**src/rtl/mem_reader_pkg.sv**
```systemverilog
// Shared definitions for the memory read sequencer: FSM encoding and default widths.
package mem_reader_pkg;

   localparam int DEF_AWIDTH = 5;
   localparam int DEF_DWIDTH = 8;

   typedef enum logic [1:0] {
      RD_IDLE  = 2'd0,
      RD_READ  = 2'd1,
      RD_DRAIN = 2'd2,
      RD_DONE  = 2'd3
   } rd_state_e;

endpackage

```
**src/rtl/mem_reader_if.sv**
```systemverilog
// Burst control, memory read port and output stream of the read sequencer.
interface mem_reader_if
   import mem_reader_pkg::*;
#(
   parameter int AWIDTH = DEF_AWIDTH,
   parameter int DWIDTH = DEF_DWIDTH
);
   logic              start;
   logic [AWIDTH-1:0] base_addr;
   logic [AWIDTH-1:0] count;
   logic              busy;
   logic              done;
   logic              mem_rd;
   logic [AWIDTH-1:0] mem_addr;
   logic [DWIDTH-1:0] mem_rdata;
   logic [DWIDTH-1:0] out_data;
   logic              out_valid;
   logic              out_ready;

   modport master (
      input  start, base_addr, count, mem_rdata, out_ready,
      output busy, done, mem_rd, mem_addr, out_data, out_valid
   );

   modport slave (
      output start, base_addr, count, mem_rdata, out_ready,
      input  busy, done, mem_rd, mem_addr, out_data, out_valid
   );
endinterface

```
**src/rtl/mem_reader_fifo.sv**
```systemverilog
// Synchronous FIFO used as the output buffer; head word is presented from storage.
module sync_fifo #(
   parameter int DWIDTH = 8,
   parameter int DEPTH  = 4
) (
   input  logic                     clk,
   input  logic                     rst,
   input  logic                     wr_en,
   input  logic [DWIDTH-1:0]        wr_data,
   input  logic                     rd_en,
   output logic [DWIDTH-1:0]        rd_data,
   output logic                     full,
   output logic                     empty,
   output logic [$clog2(DEPTH):0]   count
);
   localparam int PW = $clog2(DEPTH);

   logic [DWIDTH-1:0] mem [DEPTH];
   logic [PW-1:0]     wr_ptr;
   logic [PW-1:0]     rd_ptr;
   logic              do_wr;
   logic              do_rd;

   assign empty   = (count == '0);
   assign full    = (count == (PW+1)'(DEPTH));
   assign do_rd   = rd_en & ~empty;
   // A write into a full buffer is legal when the head leaves in the same cycle.
   assign do_wr   = wr_en & (~full | do_rd);
   assign rd_data = empty ? '0 : mem[rd_ptr];

   always_ff @(posedge clk) begin
      if (rst) begin
         wr_ptr <= '0;
         rd_ptr <= '0;
         count  <= '0;
      end else begin
         if (do_wr) wr_ptr <= wr_ptr + PW'(1);
         if (do_rd) rd_ptr <= rd_ptr + PW'(1);
         case ({do_wr, do_rd})
            2'b10:   count <= count + (PW+1)'(1);
            2'b01:   count <= count - (PW+1)'(1);
            default: count <= count;
         endcase
      end
   end

   always_ff @(posedge clk) begin
      if (do_wr) mem[wr_ptr] <= wr_data;
   end
endmodule

```
**src/rtl/mem_reader.sv**
```systemverilog
// Burst read sequencer: issues sequential memory reads under buffer credit and streams words out.
module mem_reader
   import mem_reader_pkg::*;
#(
   parameter int AWIDTH     = DEF_AWIDTH,
   parameter int DWIDTH     = DEF_DWIDTH,
   parameter int RD_LAT     = 1,
   parameter int FIFO_DEPTH = 4
) (
   input logic          clk,
   input logic          rst,
   mem_reader_if.master bus
);
   localparam int CW = $clog2(FIFO_DEPTH) + 1;

   rd_state_e         state;
   rd_state_e         state_nx;
   logic [AWIDTH-1:0] addr;
   logic [AWIDTH-1:0] remaining;
   logic [RD_LAT-1:0] vld_pipe;
   logic [CW-1:0]     occupancy;
   logic [CW-1:0]     in_flight;
   logic [CW:0]       credit_sum;
   logic              credit_ok;
   logic              rd_fire;
   logic              wr_fire;
   logic              pop;
   logic              fifo_empty;
   logic              fifo_full;
   logic              drained;

   always_comb begin
      in_flight = '0;
      for (int i = 0; i < RD_LAT; i++) in_flight = in_flight + CW'(vld_pipe[i]);
   end

   // Credit counts buffered words plus reads still in the memory pipe; out_ready is not used here.
   assign credit_sum = (CW+1)'(occupancy) + (CW+1)'(in_flight);
   assign credit_ok  = ~fifo_full & (credit_sum < (CW+1)'(FIFO_DEPTH));
   assign rd_fire    = (state == RD_READ) & credit_ok;
   assign wr_fire    = vld_pipe[RD_LAT-1];
   assign pop        = bus.out_valid & bus.out_ready;
   // Lookahead: the buffer empties at this edge and nothing remains in flight.
   assign drained    = (vld_pipe == '0) &
                       (fifo_empty | ((occupancy == CW'(1)) & pop));

   assign bus.mem_rd    = rd_fire;
   assign bus.mem_addr  = addr;
   assign bus.busy      = (state != RD_IDLE);
   assign bus.done      = (state == RD_DONE);
   assign bus.out_valid = ~fifo_empty;

   always_comb begin
      state_nx = state;
      case (state)
         // An empty burst still spends one cycle in DRAIN so done follows start by two cycles.
         RD_IDLE:  if (bus.start) state_nx = (bus.count == '0) ? RD_DRAIN : RD_READ;
         RD_READ:  if (rd_fire && remaining == AWIDTH'(1)) state_nx = RD_DRAIN;
         RD_DRAIN: if (drained) state_nx = RD_DONE;
         RD_DONE:  state_nx = RD_IDLE;
         default:  state_nx = RD_IDLE;
      endcase
   end

   always_ff @(posedge clk) begin
      if (rst) begin
         state     <= RD_IDLE;
         addr      <= '0;
         remaining <= '0;
         vld_pipe  <= '0;
      end else begin
         state       <= state_nx;
         vld_pipe[0] <= rd_fire;
         for (int i = 1; i < RD_LAT; i++) vld_pipe[i] <= vld_pipe[i-1];
         if (state == RD_IDLE && bus.start) begin
            addr      <= bus.base_addr;
            remaining <= bus.count;
         end else if (rd_fire) begin
            addr      <= addr + AWIDTH'(1);
            remaining <= remaining - AWIDTH'(1);
         end
      end
   end

   sync_fifo #(
      .DWIDTH (DWIDTH),
      .DEPTH  (FIFO_DEPTH)
   ) u_buf (
      .clk     (clk),
      .rst     (rst),
      .wr_en   (wr_fire),
      .wr_data (bus.mem_rdata),
      .rd_en   (pop),
      .rd_data (bus.out_data),
      .full    (fifo_full),
      .empty   (fifo_empty),
      .count   (occupancy)
   );
endmodule

```
**src/flat_wrapper.sv**
```systemverilog
// flat-port wrapper written by rule: the top's interface ports become plain ports
module mem_reader_flat import mem_reader_pkg::*;
#(
   parameter int AWIDTH     = DEF_AWIDTH,
   parameter int DWIDTH     = DEF_DWIDTH,
   parameter int RD_LAT     = 1,
   parameter int FIFO_DEPTH = 4
)
  (clk, rst, bus_start, bus_base_addr, bus_count, bus_mem_rdata, bus_out_ready, bus_busy, bus_done, bus_mem_rd, bus_mem_addr, bus_out_data, bus_out_valid);
  mem_reader_if #(.AWIDTH(AWIDTH), .DWIDTH(DWIDTH)) bus_i ();
  input logic clk;
  input logic rst;
  input wire logic [$bits(bus_i.start)-1:0] bus_start;
  input wire logic [$bits(bus_i.base_addr)-1:0] bus_base_addr;
  input wire logic [$bits(bus_i.count)-1:0] bus_count;
  input wire logic [$bits(bus_i.mem_rdata)-1:0] bus_mem_rdata;
  input wire logic [$bits(bus_i.out_ready)-1:0] bus_out_ready;
  output wire logic [$bits(bus_i.busy)-1:0] bus_busy;
  output wire logic [$bits(bus_i.done)-1:0] bus_done;
  output wire logic [$bits(bus_i.mem_rd)-1:0] bus_mem_rd;
  output wire logic [$bits(bus_i.mem_addr)-1:0] bus_mem_addr;
  output wire logic [$bits(bus_i.out_data)-1:0] bus_out_data;
  output wire logic [$bits(bus_i.out_valid)-1:0] bus_out_valid;
  assign bus_i.start = bus_start;
  assign bus_i.base_addr = bus_base_addr;
  assign bus_i.count = bus_count;
  assign bus_i.mem_rdata = bus_mem_rdata;
  assign bus_i.out_ready = bus_out_ready;
  assign bus_busy = bus_i.busy;
  assign bus_done = bus_i.done;
  assign bus_mem_rd = bus_i.mem_rd;
  assign bus_mem_addr = bus_i.mem_addr;
  assign bus_out_data = bus_i.out_data;
  assign bus_out_valid = bus_i.out_valid;
  mem_reader #(.AWIDTH(AWIDTH), .DWIDTH(DWIDTH), .RD_LAT(RD_LAT), .FIFO_DEPTH(FIFO_DEPTH)) u_core (.clk(clk), .rst(rst), .bus(bus_i));
endmodule
```
**config.mk**
```make
export PLATFORM = sky130hd
export DESIGN_NAME = mem_reader_flat
export DESIGN_NICKNAME = d
export VERILOG_FILES = /design/src/rtl/mem_reader_pkg.sv /design/src/rtl/mem_reader_if.sv /design/src/rtl/mem_reader_fifo.sv /design/src/rtl/mem_reader.sv /design/src/flat_wrapper.sv
export SDC_FILE = /design/constraint.sdc
export NUM_CORES = 1
export LEC_CHECK = 0
export BUFFER_PORTS_ARGS = -buffer_cell sky130_fd_sc_hd__buf_2
export CAP_MARGIN = 5
export CELL_PAD_IN_SITES_DETAIL_PLACEMENT = 1
export CELL_PAD_IN_SITES_GLOBAL_PLACEMENT = 2
export CORE_ASPECT_RATIO = 0.8
export CORE_MARGIN = 1
export CORE_UTILIZATION = 38
export DETAILED_ROUTE_END_ITERATION = 10
export PLACE_DENSITY_LB_ADDON = 0.15
export SYNTH_ARGS = -nofsm -noshare
export SYNTH_HDL_FRONTEND = slang
export SYNTH_HIERARCHICAL = 1
export SYNTH_SLANG_ARGS = --single-unit
```
**constraint.sdc**
```tcl
create_clock -name clk -period 2.6 [get_ports clk]
set_input_delay 0.13 -clock clk [delete_from_list [all_inputs] [get_ports clk]]
set_output_delay 0.13 -clock clk [all_outputs]
set_load 0.05 [all_outputs]
```
Word level (Yosys, flattened, before mapping)

Memories as Yosys holds them, arrays and structs flattened. A register that Yosys moved wholly into a read port is not among the register bits.
Cells that the tools add are included.

Bits in registers: 20
RAM bits: 32
Bits of input ports: 22
Output and inout port bits: 17
Word-level logic and storage cells: 63
Memories kept: 1

Memories:

| memory           | words | bits a word | read ports | clocked after Yosys merged registers in | write ports | line                  | text |
|---|---|---|---|---|---|---|---|
| u_core.u_buf.mem | 4     | 8           | 1          | 1                                       | 1           | mem_reader_fifo.sv:18 | `logic [DWIDTH-1:0] mem [DEPTH];` |

$add $sub $neg: 7
$lt $le $gt $ge: 1
Equality and inequality tests: 11
Muxes and demuxes: 15
Bitwise logic cells: 12
Reduce and logical (&&, ||, !) cells: 9

Operators by type and width:

| cell                                                        | number |
|---|---|
| two-way mux 5 bit                                           | 4 |
| two-way mux 2 bit                                           | 6 |
| two-way mux 8 bit                                           | 1 |
| one-hot mux 2 bit (4 select lines)                          | 1 |
| AND 1 bit                                                   | 7 |
| equality test 2 bit (second input constant)                 | 3 |
| one-hot mux 3 bit (2 select lines)                          | 1 |
| nonzero test 2 bit                                          | 3 |
| adder 5 x 1 -> 5 bit (second input constant)                | 1 |
| equality test 5 x 1 -> 1 bit (second input constant)        | 1 |
| zero test 5 bit                                             | 1 |
| subtractor 5 x 1 -> 5 bit (second input constant)           | 1 |
| adder 2 x 1 -> 2 bit (second input constant)                | 2 |
| adder 3 x 1 -> 4 bit                                        | 1 |
| equality test 2 x 1 -> 1 bit (second input constant)        | 2 |
| less-than comparator 4 x 3 -> 1 bit (second input constant) | 1 |
| inequality test 2 bit (second input constant)               | 2 |
| adder 3 x 1 -> 3 bit (second input constant)                | 1 |
| equality test 3 x 1 -> 1 bit (second input constant)        | 1 |
| equality test 3 bit (second input constant)                 | 1 |
| zero test 3 bit                                             | 1 |
| inverter 1 bit                                              | 3 |
| AND reduction 3 bit                                         | 1 |
| subtractor 3 x 1 -> 3 bit (second input constant)           | 1 |
| 5 further kinds                                             | 8 |

Logic depth before layout (Yosys ltp)

Word-level depth: 8
Depth in mapped cells: 10
Depth with buffers taken out: 8

Hierarchy

Netlist, hierarchy kept.

By module, submodules not included:

| module     | instances | cells an instance | area an instance (µm²) | seq. area each (µm²) |
|---|---|---|---|---|
| sync_fifo  | 1         | 115               | 1779.2                 | 1141.1 |
| mem_reader | 1         | 95                | 828.3                  | 260.2 |

Worst setup path before layout

Ideal clock, no wire load.

Path kind: flip-flop to flip-flop
Start point: reg u_core.u_buf.count[2]
End point: reg u_core.u_buf.count[2]
Library setup time: 74 ps
Data arrival time: 2161 ps
Required time: 2526 ps
Setup slack: 365 ps
Stages on the path, launching flop included: 11
Path buffers: 2
Period minus slack after synthesis: 2235 ps
Cells stage by stage: dfxtp_1 > buf_2 > nor3_2 > nor2b_1 > buf_2 > o31ai_1 > nand2b_1 > fa_1 > nand2b_1 > or3b_1 > a31oi_1

Word-level cells in the longest chain between the ends: 8
Elaborated cells between the ends (all ways): 14
Classes of those cells: add/sub (2); eq/ne (3); mux (1); bitwise (6); reduce/logical (2)

Ends and longest elaborated chain:

| element                                                                  | line                  | text |
|---|---|---|
| from (decl)                                                              | mem_reader_fifo.sv:14 | `output logic [$clog2(DEPTH):0] count` |
| from (signal assigned)                                                   | mem_reader_fifo.sv:40 | `2'b10: count <= count + (PW+1)'(1);` |
| from (signal assigned)                                                   | mem_reader_fifo.sv:41 | `2'b01: count <= count - (PW+1)'(1);` |
| from (signal assigned)                                                   | mem_reader_fifo.sv:42 | `default: count <= count;` |
| zero test 3 bit *                                                        | mem_reader_fifo.sv:24 | `assign empty = (count == '0);` |
| via u_core.fifo_empty                                                    | mem_reader.sv:28      | `logic fifo_empty;` |
| inverter 1 bit *                                                         | mem_reader.sv:51      | `assign bus.out_valid = ~fifo_empty;` |
| AND 1 bit *                                                              | mem_reader.sv:42      | `assign pop = bus.out_valid & bus.out_ready;` |
| via u_core.pop                                                           | mem_reader.sv:27      | `logic pop;` |
| AND 1 bit *                                                              | mem_reader_fifo.sv:26 | `assign do_rd = rd_en & ~empty;` |
| OR 1 bit                                                                 | mem_reader_fifo.sv:28 | `assign do_wr = wr_en & (~full \| do_rd);` |
| AND 1 bit                                                                | mem_reader_fifo.sv:28 |  |
| equality test 2 x 1 -> 1 bit or equality test 2 bit (tied branches)      | mem_reader_fifo.sv:39 | `case ({do_wr, do_rd})` |
| one-hot mux 3 bit (2 select lines) or nonzero test 2 bit (tied branches) | -                     |  |

The timed path passes the listed nets; every way through them passes the cells marked *.
A chain may end at the register's enable or synchronous reset.

Worst setup path in the final report

Start point: reg u_core.u_buf.count[0]
End point: out bus_mem_rd

Word-level cells in the longest chain between the ends: 4
Elaborated cells between the ends (all ways): 6
Classes of those cells: add/sub (1); order compare (1); eq/ne (1); bitwise (3)

Ends and longest elaborated chain:

| element              | line                  | text |
|---|---|---|
| equality test 3 bit  | mem_reader_fifo.sv:25 | `assign full = (count == (PW+1)'(DEPTH));` |
| via u_core.fifo_full | mem_reader.sv:29      | `logic fifo_full;` |
| inverter 1 bit       | mem_reader.sv:39      | `assign credit_ok = ~fifo_full & (credit_sum < (CW+1)'(FIFO_DEPTH));` |
| AND 1 bit            | mem_reader.sv:39      |  |
| AND 1 bit            | mem_reader.sv:40      | `assign rd_fire = (state == RD_READ) & credit_ok;` |
| to (decl)            | flat_wrapper.sv:20    | `output wire logic [$bits(bus_i.mem_rd)-1:0] bus_mem_rd;` |

The timed path passes the listed nets, and every way through them passes these cells.

==> metrics.md <==
| Metric | Value |
|---|---|
| Fmax | 425 MHz |
| I/O Buffers | 38 |
| Clock Pin Slew Worst Setup and Hold Paths | ~110 ps |
| Max_cap viols | 0 |
| Die Span Y | 76.1 µm |
| CORE AREA | 0.00651 mm² |
| Worst EP required | 2470 ps |
| # resized after CTS | 0 |
| Htree depth | 2 |
| Worst reg2reg path depth | 6 |
| Slew Viols, Final | 0 |
| Min-delay src | bus_mem_rdata[7] |
| Most common cell after layout, fill and taps aside | buf_2 |
| Tmin final | 2350 ps |
| # fillers | approximately 730 |
| Final Hold Vio Count | 0 |
| TritonCTS Sinks | 54 |
| Syn Inst Count | 210 |
| TNS Setup | 0 ps |
| Design Area, Final | about 0.003 mm² |
| Initial Util | 40.1% |
| Most used DFF post-synth | edfxtp_1 |
| Antenna violations before repair | 0 |
| Register area share after synthesis | between 50% and 60% |
| Final setup margin | around 250 ps |
| Placer Congestion | 0.710 |
| Setup WS pre-CTS | ~460 ps |
| RSZ-0062 raised after global routing | false |
| Initial DRC Count | between 40 and 50 |
| Critical Path End Type | output pin |
| Worst Hold End | u_core/u_buf/mem[2][7]$_DFFE_PP_ |
| Worst hold path depth | 1 |
| Total track usage | 16.8% |
| DR vias | 1681 |
| Vias in the first global route | 1683 |
| Leakage dissipation | roughly 1.1 nW |
| CP arrival | roughly 2200 ps |
| Clk_lat worst skew | 310 ps |
| Mapped cell area | 0.00261 mm² |
| CTS tree | yes |
| Die ar. | 0.00720 mm² |
| Die width | 94.6 µm |
| Final worst path period share | a little over 90% |
| CTS Hold Bufs | 0 |
| Postcts setup bufs | 0 |
| DR WL/cell | 16.4 µm |
| Total gr overflow | 0 |
| Non-filler cells, final | 333 |
| Max Root-Sink Buffers | 2 |
| Hold Path Class | in2reg |
| Cell Count Post-Placement | roughly 330 |
| Yosys warning total | 6 |
| DR pass1 iterations | 4 |
| Detailed Place HPWL | between 3000 and 4000 µm |
| DRT Wirelength | 5480 µm |
| RR Startpoint | u_core/u_buf/count[0]$_SDFFE_PP0P_ |
| Post-route ant nets | 0 |
| Max Fanout on Critical Path | 11 |
| Area Growth Syn to Fin | 13.9% |
| Synthesized net count | 245 |
| EDFF count, synth | 32 |
| Share of cells above drive strength 1 | between 20% and 30% |
| Mean Syn Cell Area | 12.4 µm² |
| Netlist cell types | between 40 and 50 |
| Worst vdd ir | 0.335 mV |
| Final Hold Slack | 29.3 ps |
| Finish-stage setup viols | 0 |
| Row count | 26 |
| Most frequent cells in the layout | 38 x buf_2, 32 x edfxtp_1, 22 x nor2_1, 22 x dfxtp_1 |
| #FFs+latches synth | 54 |
| Largest net degree at the start of global routing | 26 |
| Max transition margin | 59.5% |
| P per Cell Area | 769 mW/mm² |
| Final net count | 283 |
| Root buffer cell | clkbuf_8 |
| CTS Buf Count | 5 |
| Skew final | 7.52 ps |
| Worst Tran Pin Value | 606 ps |
| Synth async-reset ratio | 0% |
| Startpoint Class | flop |
| DR vias/cell | 5.05 |
| Global-route wire length before repair | 9160 µm |
| R2R Path End | u_core/state[0]$_SDFFE_PP0P_ |
| # IOs | 39 |
| FF-to-FF setup slack | 410 ps |
| Status | finished, final reports clean |
| Ant. Diodes | 0 |
| # DRC | 0 |
| Area after DPL | 0.00287 mm² |
| Critical path type | reg2out |
where the power goes:
group / internal, mW / total (mW) / switching, mW
clock: 0.202 / 0.510 / 0.308
combinational: 0.250 / 0.694 / 0.444
sequential: 0.997 / 1.08 / 0.0816
total: 1.45 / 2.28 / 0.833
metrics by stage:
stage,total power [mW],util (%)
after floorplan,1.63,-
after global placement,1.79,44.1
after detailed placement,1.79,44.1
after CTS,2.32,45.6
after global routing,2.43,45.6
final,2.28,45.6
state kept, by name, indices dropped and copies added (netlist names), named ones only:
signal / cells
u_core/bus.mem_addr: 5
u_core/remaining: 5
u_core/state: 2
u_core/u_buf/count: 3
u_core/u_buf/mem: 32
u_core/u_buf/rd_ptr: 2
u_core/u_buf/wr_ptr: 2
u_core/vld_pipe: 1
final cells by class:
cell class / count / area (µm²) / area share (%)
Sequential cell: 54 / 1400 / 47.2
Multi-Input combinational cell: 134 / 1110 / 37.3
Timing Repair Buffer: 41 / 213 / 7.16
Tap cell: 84 / 105 / 3.54
Clock buffer: 5 / 68.8 / 2.32
Inverter: 12 / 45.0 / 1.52
Clock inverter: 3 / 28.8 / 0.969
worst max path at each step:
stage	start	end	slack, ps	cells past startpoint
global route	u_core/u_buf/count[0]$_SDFFE_PP0P_	bus_mem_rd	100	5
floorplan	u_core/u_buf/count[2]$_SDFFE_PP0P_	u_core/u_buf/count[2]$_SDFFE_PP0P_	360	10
finish	u_core/u_buf/count[0]$_SDFFE_PP0P_	bus_mem_rd	250	5
global placement	u_core/u_buf/count[0]$_SDFFE_PP0P_	u_core/state[0]$_SDFFE_PP0P_	510	6
detailed placement	u_core/u_buf/count[0]$_SDFFE_PP0P_	u_core/state[0]$_SDFFE_PP0P_	460	6
CTS	u_core/u_buf/count[0]$_SDFFE_PP0P_	bus_mem_rd	250	5
synthesized netlist by cell type, types with 3 or more instances:
| cell | number | area (µm²) |
|---|---|---|
| edfxtp_1 | 32 | 961 |
| dfxtp_1 | 22 | 440 |
| nor2_1 | 22 | 82.6 |
| ha_1 | 12 | 150 |
| inv_1 | 12 | 45.0 |
| nor2b_1 | 12 | 75.1 |
| a211oi_1 | 9 | 67.6 |
| mux4_2 | 8 | 180 |
| xor2_1 | 8 | 70.1 |
| nand3_1 | 7 | 35.0 |
| a21oi_1 | 5 | 25.0 |
| and3_1 | 4 | 25.0 |
| buf_2 | 4 | 20.0 |
| nand2b_1 | 4 | 25.0 |
| nor4b_1 | 4 | 35.0 |
| a31oi_1 | 3 | 18.8 |
| and2_1 | 3 | 18.8 |
| clkbuf_1 | 3 | 11.3 |
| nand4_1 | 3 | 18.8 |
| o31ai_1 | 3 | 22.5 |
| xnor2_1 | 3 | 26.3 |
routing by layer:
metal | wire (µm) | part of all wire, % | track usage [%] | vias up
met2 | 2250 | 41 | 22.8 | 24
met3 | 154 | 2.8 | 3.49 | 4
met4 | 39 | 0.71 | 3.64 | 0
met5 | 0 | 0 | 0 | -
li1 | - | - | - | 841
met1 | 3030 | 55 | 27.1 | 812
kinds of logic (layout without fill, tap and decap cells):
group                    Yosys count  after routing  synth area share [%]
adder cells (fa/ha/maj)           13             13                  6.53
multiplexers                      12             12                  8.54
flip-flops                        54             54                  53.7
AO/OA/AOI/OAI                     27             27                  7.34
AND/OR/NAND/NOR                   71             71                  16.4
XOR/XNOR                          11             11                  3.70
buffers and inverters             22             61                  3.79
worst max-delay path: stages, from the launching register on:
cell and delay, ps:
dfxtp_1 560, nor2_1 160, and2_1 210, nor3b_4 370
and2_2 310, buf_2 290
(Power assumes the default switching activity.)
